===== src/rtl/fetch_sequencer.sv =====
// fetch_sequencer: owns the PC, fetches instructions for the decoder and chooses the next PC from its outputs
module fetch_sequencer #(
    parameter int ADDR_W  = 10,
    parameter int INSTR_W = 16,
    parameter int CNT_W   = 16
) (
    input  logic               clk,
    input  logic               rst,
    input  logic               i_start,
    output logic [ADDR_W-1:0]  o_imem_addr,
    input  logic [INSTR_W-1:0] i_imem_data,
    output logic [INSTR_W-1:0] o_instruction,
    output logic               o_instr_valid,
    input  logic               i_enable_jump,
    input  logic [1:0]         i_jump_cond,
    input  logic [ADDR_W-1:0]  i_jump_address,
    input  logic               i_enable_mem,
    input  logic               i_flag_end,
    input  logic               i_flag_z,
    input  logic               i_flag_gt,
    output logic               o_mem_go,
    input  logic               i_mem_done,
    output logic [ADDR_W-1:0]  o_pc,
    output logic               o_busy,
    output logic               o_halted,
    output logic [CNT_W-1:0]   o_retired
);
    typedef enum logic [2:0] {
        S_IDLE, S_FETCH, S_LATCH, S_DECODE, S_RESOLVE, S_WAIT_MEM, S_HALT
    } state_t;

    state_t             r_state, w_next;
    logic [ADDR_W-1:0]  r_pc, r_imem_addr, w_pc_next;
    logic [INSTR_W-1:0] r_instruction;
    logic [CNT_W-1:0]   r_retired;
    logic               r_mem_go, w_mem_go, w_retire, w_clear, w_taken;

    assign w_taken = i_jump_cond == 2'b00 ? i_flag_z :
                     i_jump_cond == 2'b01 ? i_flag_gt :
                     i_jump_cond == 2'b10 ? 1'b1 : !i_flag_z;

    always_comb begin
        w_next    = r_state;
        w_pc_next = r_pc;
        w_mem_go  = 1'b0;
        w_retire  = 1'b0;
        w_clear   = 1'b0;
        case (r_state)
            S_IDLE, S_HALT: begin
                if (i_start) begin
                    w_next    = S_FETCH;
                    w_pc_next = '0;
                    w_clear   = 1'b1;
                end
            end
            S_FETCH:  w_next = S_LATCH;
            S_LATCH:  w_next = S_DECODE;
            S_DECODE: w_next = S_RESOLVE;
            S_RESOLVE: begin
                // END outranks a memory op, which outranks a jump
                if (i_flag_end) begin
                    w_next   = S_HALT;
                    w_retire = 1'b1;
                end else if (i_enable_mem) begin
                    w_next   = S_WAIT_MEM;
                    w_mem_go = 1'b1;
                end else begin
                    w_next    = S_FETCH;
                    w_retire  = 1'b1;
                    w_pc_next = (i_enable_jump && w_taken) ? i_jump_address : r_pc + ADDR_W'(1);
                end
            end
            S_WAIT_MEM: begin
                if (i_mem_done) begin
                    w_next    = S_FETCH;
                    w_retire  = 1'b1;
                    w_pc_next = r_pc + ADDR_W'(1);
                end
            end
            default: w_next = S_IDLE;
        endcase
    end

    always_ff @(posedge clk) begin
        if (rst) begin
            r_state       <= S_IDLE;
            r_pc          <= '0;
            r_imem_addr   <= '0;
            r_instruction <= '0;
            r_retired     <= '0;
            r_mem_go      <= 1'b0;
        end else begin
            r_state  <= w_next;
            r_pc     <= w_pc_next;
            r_mem_go <= w_mem_go;
            if (w_next == S_FETCH)
                r_imem_addr <= w_pc_next;
            if (r_state == S_LATCH)
                r_instruction <= i_imem_data;
            r_retired <= w_clear ? '0 :
                         (w_retire && r_retired != '1) ? r_retired + CNT_W'(1) : r_retired;
        end
    end

    assign o_imem_addr   = r_imem_addr;
    assign o_instruction = r_instruction;
    assign o_instr_valid = r_state == S_DECODE;
    assign o_mem_go      = r_mem_go;
    assign o_pc          = r_pc;
    assign o_busy        = r_state != S_IDLE && r_state != S_HALT;
    assign o_halted      = r_state == S_HALT;
    assign o_retired     = r_retired;
endmodule

===== config.mk =====
export PLATFORM = sky130hd
export DESIGN_NAME = fetch_sequencer
export DESIGN_NICKNAME = d
export VERILOG_FILES = /design/src/rtl/fetch_sequencer.sv
export SDC_FILE = /design/constraint.sdc
export NUM_CORES = 1
export LEC_CHECK = 0
export ABC_AREA = 1
export ABC_CLOCK_PERIOD_IN_PS = 4500
export BUFFER_PORTS_ARGS = -buffer_cell sky130_fd_sc_hd__buf_2
export CORE_MARGIN = 2
export CORE_UTILIZATION = 55
export DETAILED_ROUTE_END_ITERATION = 16
export PLACE_DENSITY_LB_ADDON = 0.15
export SLEW_MARGIN = 20
export SYNTH_ARGS = -nofsm -noshare
export SYNTH_HDL_FRONTEND = slang
export SYNTH_SLANG_ARGS = --single-unit
export TNS_END_PERCENT = 10

===== constraint.sdc =====
create_clock -name clk -period 4.5 [get_ports clk]
set_clock_uncertainty 0.1 [all_clocks]
set_input_delay 0.45 -clock clk [delete_from_list [all_inputs] [get_ports clk]]
set_output_delay 0.45 -clock clk [all_outputs]
set_load 0.05 [all_outputs]

# Yosys cells after proc, flatten, opt, wreduce, memory -nomap -nowiden
# Index checks and enable logic that the tools add are counted.
[totals]
regBits = 56
input_bits = 37
word_cells = 51
[classes]
add_sub_neg = 2
eq_ne = 11
muxes = 21
n_bitwise = 1
reduce_logical = 10
[op_table]
columns = ["operator", "n"]
rows = [
  ["$mux 10", 5],
  ["$pmux 10 s3", 1],
  ["$pmux 3 s6", 1],
  ["$add 16x1->16 const B", 1],
  ["$ne 16x16->1 const B", 1],
  ["$mux 3", 4],
  ["$add 10x1->10 const B", 1],
  ["$eq 3x3->1 const B", 3],
  ["$mux 1", 9],
  ["$eq 3x1->1 const B", 2],
  ["$eq 3x2->1 const B", 2],
  ["$reduce_or 2->1", 2],
  ["$logic_and 1x1->1", 3],
  ["$logic_not 3->1", 1],
  ["$ne 3x3->1 const B", 1],
  ["$reduce_bool 3->1", 1],
  ["$reduce_or 3->1", 1],
  ["$eq 2x1->1 const B", 1],
  ["$eq 2x2->1 const B", 1],
  ["$logic_not 2->1", 1],
  ["$pmux 1 s2", 1],
  ["$logic_not 1->1", 1],
  ["$not 1->1", 1],
]

# Longest topological paths before layout
[depth]
word_depth = 9
depth_mapped = 12
mapped_depth_nobuf = 12

# Worst setup path before layout
# Ideal clock, no wire load.
[synth_timing]
path_type = "register to register"
start = "register r_retired[0] (netlist: o_retired[0])"
end = "register r_retired[12] (netlist: o_retired[12])"
setup_ps = 70
arrival_time_ps = 2027
path_slack_ps = 2302
path_stages_with_launch = 9
n_path_buf = 1
period_less_slack_ps = 2198
cell_sequence = "dfxtp_1 ha_1 nand3_1 nor3_1 nand3_1 nand2_2 buf_2 nand2_1 a21oi_1"
[synth_between]
elab_chain_len = 2
word_cells_on_any_way = 3
[synth_lines]
columns = ["element", "line", "text"]
rows = [
  ["start: declaration", "35", "logic [CNT_W-1:0] r_retired;"],
  ["start signal: assignment", "100", "r_retired <= w_clear ? '0 :"],
  ["branches (longest 2 deep; another with $add 16x1->16)", "--", ""],
]
# Several ways; the timed one is not identified.
# A chain may end at the register's enable or synchronous reset.

# Final worst setup path
[layout_timing]
start = "register r_state[1]"
end = "register r_state[1]"
[layout_between]
elab_chain_len = 3
word_cells_on_any_way = 11
[layout_lines]
columns = ["element", "line", "text"]
rows = [
  ["start: declaration", "32", "state_t r_state, w_next;"],
  ["start signal: assignment", "93", "r_state <= w_next;"],
  ["$eq 3x3->1 / $logic_not 3->1 (equally long branches)", "48", "case (r_state)"],
  ["$reduce_or 2->1", "48", ""],
  ["$pmux 3 s6 (*)", "48", ""],
]
# Mark *: on every way between the ends. The rest lies on a longest branch, timed or not.

==> impl_metrics.tcl <==
set metrics [dict create \
    cts_tree "yes" \
    power_mw 1.31 \
    ios 93 \
    antenna_found_initial 0 \
    power_density_nw_per_um2 373 \
    slowest_stage "nor3_2" \
    timing.slew.headroom 0.418 \
    area_delta_synth_final_pct 21.7 \
    synth_ff_type "dfxtp_1" \
    htree_levels 2 \
    grt_max_degree 23 \
    synth_area_um2 2880 \
    initial_core_util 0.567 \
    seq_power_share 0.429 \
    clk_pin_slew_ns 0.10 \
    seq_area_frac_synth 0.389 \
    layout_common_cells "nand2_1, buf_2, nor2_1" \
    slew_violations 0 \
    synth_compound_area_frac 0.114 \
    met2_usage 0.410 \
    postSynthCellCount 444 \
    n_fill_cell 464 \
    critical_path_required_ns 4.66 \
    worstHoldPathType "input port to register" \
    grt_usage 0.248 \
    cp_max_fo 18 \
    synth_edf_count 0 \
    cts-root-buf "clkbuf_8" \
    vias 3116 \
    drc_errors 0 \
    critPathArrivalTime_ns 2.60 \
    seqCellArea_um2 1120 \
    period_minus_slack_ns 2.44 \
    ys_warn_count 0 \
    synth.distinct_cells 32 \
    multi_input_area_um2 1510 \
    drt.antenna.violating_nets 0 \
    grtUsageMet3 0.0391 \
    tightest_slew_ns 0.868 \
    syn_avg_cell_area_um2 6.48 \
    p_clk_frac 0.269 \
    firstDrtPassIters 7 \
    first_iter_violations 170 \
    min_period_over_period 0.541 \
    cts.sinks 56 \
    rsz0062_at_grt "no" \
    worst_setup_path_start_kind "register" \
    synth_fp_nets 483 \
    port_buffers 92 \
    synth-xor-area-share 0.0335 \
    wire_per_inst_um 11.9 \
    dieWidth_um 76.4 \
    synth_top_family_by_area "simple AND/OR/NAND/NOR gates" \
    grt_first_pass_wirelength_um 12100 \
    totalWireLength_um 7220 \
    dpl-instance-area_um2 3380 \
    core_um2 5070 \
    postCtsHoldBufs 0 \
    tns_ns 0 \
    vias_per_cell 5.16 \
    end_kind "register" \
    mostFrequentLayoutCell "nand2_1" \
    top_usage_layer "met2" \
    cts_setup_buffers 0 \
    setup_viol 0 \
    clk_path_buf_depth 2 \
    grt_pass1_vias 2787 \
    crit_top_cell "inv_1" \
    p_leak_nw 1.78 \
    whs_ns 0.257 \
    stdcell_area_um2 3500 \
    path_cells "inv_1, nor3_2, clkinv_1, a31o_2, inv_1" \
    cpPeakStageDelay_ns 0.67 \
    vdd_drop_max_mv 0.243 \
    finalNetCount 572 \
    combPwrFrac 0.302 \
    yosys.area_share.adder 0.00869 \
    max_cap_viol_count 0 \
    gp_routability_congestion 0.908 \
    die_y_um 76.4 \
    use_met1 0.333 \
    synthMuxAreaShare 0 \
    post_cts_resized 0 \
    critical_path_class "register to register" \
    worstSkewPairLatency_ns 0.31 \
    synth-simple-area-share 0.369 \
    grt.overflow.total 0 \
    swShare 0.376 \
    num_antenna_cells 0 \
    p_int_mw 0.816 \
    status "finished clean" \
    ys_seq_elements 56 \
    numCtsBuffers 5 \
    max_freq_mhz 411 \
    drive_gt1_frac 0.210 \
    hold_viol 0 \
    synthArstFlopShare 0 \
    power_switching_mw 0.492 \
    die_area_um2 5830 \
    rows 26 \
    dp_hpwl_um 5250 \
]
==> metrics by stage <==
step / instances / util / setup WS, ns
after floorplan: 444 / - / 2.30
after global placement: 596 / 0.667 / 2.19
after detailed placement: 596 / 0.667 / 2.11
after CTS: 604 / 0.691 / 2.08
after global routing: 604 / 0.691 / 1.85
final: 604 / 0.691 / 2.06
==> cells by family after synthesis <==
family / after synthesis
adder cells (fa/ha/maj): 2
XOR/XNOR: 11
flip-flops: 56
AND/OR/NAND/NOR: 249
AO/OA/AOI/OAI: 62
buffers and inverters: 64
==> synthesized netlist by cell type, types with 3 or more instances <==
cell type | count | share of area
nand2_1 | 104 | 0.14
nor2_1 | 85 | 0.11
dfxtp_1 | 56 | 0.39
inv_1 | 52 | 0.068
nand3_1 | 32 | 0.056
a21oi_1 | 29 | 0.050
o21ai_0 | 21 | 0.037
xnor2_1 | 8 | 0.024
nand4_1 | 7 | 0.015
clkbuf_1 | 6 | 0.0078
nor3_1 | 6 | 0.010
o21ai_1 | 4 | 0.0070
nand2_2 | 3 | 0.0065
xor2_1 | 3 | 0.0091
==> state kept, by name, summed over array words and instances (netlist names) <==
name / count
o_pc: 10
o_mem_go: 1
o_instruction: 16
r_state: 3
o_imem_addr: 10
o_retired: 16
==> worst max-delay path: cells and delay by family, from the launching register on <==
family,cells,cell delay (ns)
buffers and inverters,3,0.81
AND/OR/NAND/NOR,1,0.67
AO/OA/AOI/OAI,1,0.41
flip-flops,1,0.39
==> worst paths after layout <==
check,startpoint,to,slack [ns],cells after the start
worst max-delay path,r_state[1],r_state[1],2.06,5
worst min-delay path,i_imem_data[8],o_instruction[8],0.26,3
worst max register to register,r_state[1],r_state[1],2.06,5
worst min register to register,o_retired[15],o_retired[15],0.42,2
==> power groups by stage <==
| stage | clock network, mW | registers (mW) | logic (mW) |
|---|---|---|---|
| floorplan | 0 | 0.711 | 0.164 |
| global placement | 0 | 0.571 | 0.390 |
| detailed placement | 0 | 0.572 | 0.394 |
| CTS | 0.358 | 0.561 | 0.397 |
| global route | 0.375 | 0.568 | 0.431 |
| finish | 0.351 | 0.561 | 0.396 |
==> layer usage <==
| metal | part of all wire | vias up |
|---|---|---|
| met5 | 0 | - |
| met2 | 0.46 | 137 |
| met1 | 0.45 | 1381 |
| met4 | 0.014 | 0 |
| li1 | - | 1589 |
| met3 | 0.081 | 9 |
==> cell type report <==
cell class                      count  share of cell area
Clock inverter                      2              0.0111
Multi-Input combinational cell    324               0.431
Clock buffer                        6              0.0236
Inverter                           54              0.0578
Sequential cell                    56               0.320
Tap cell                           70              0.0250
Timing Repair Buffer               92               0.131
(Power assumes the default switching activity.)
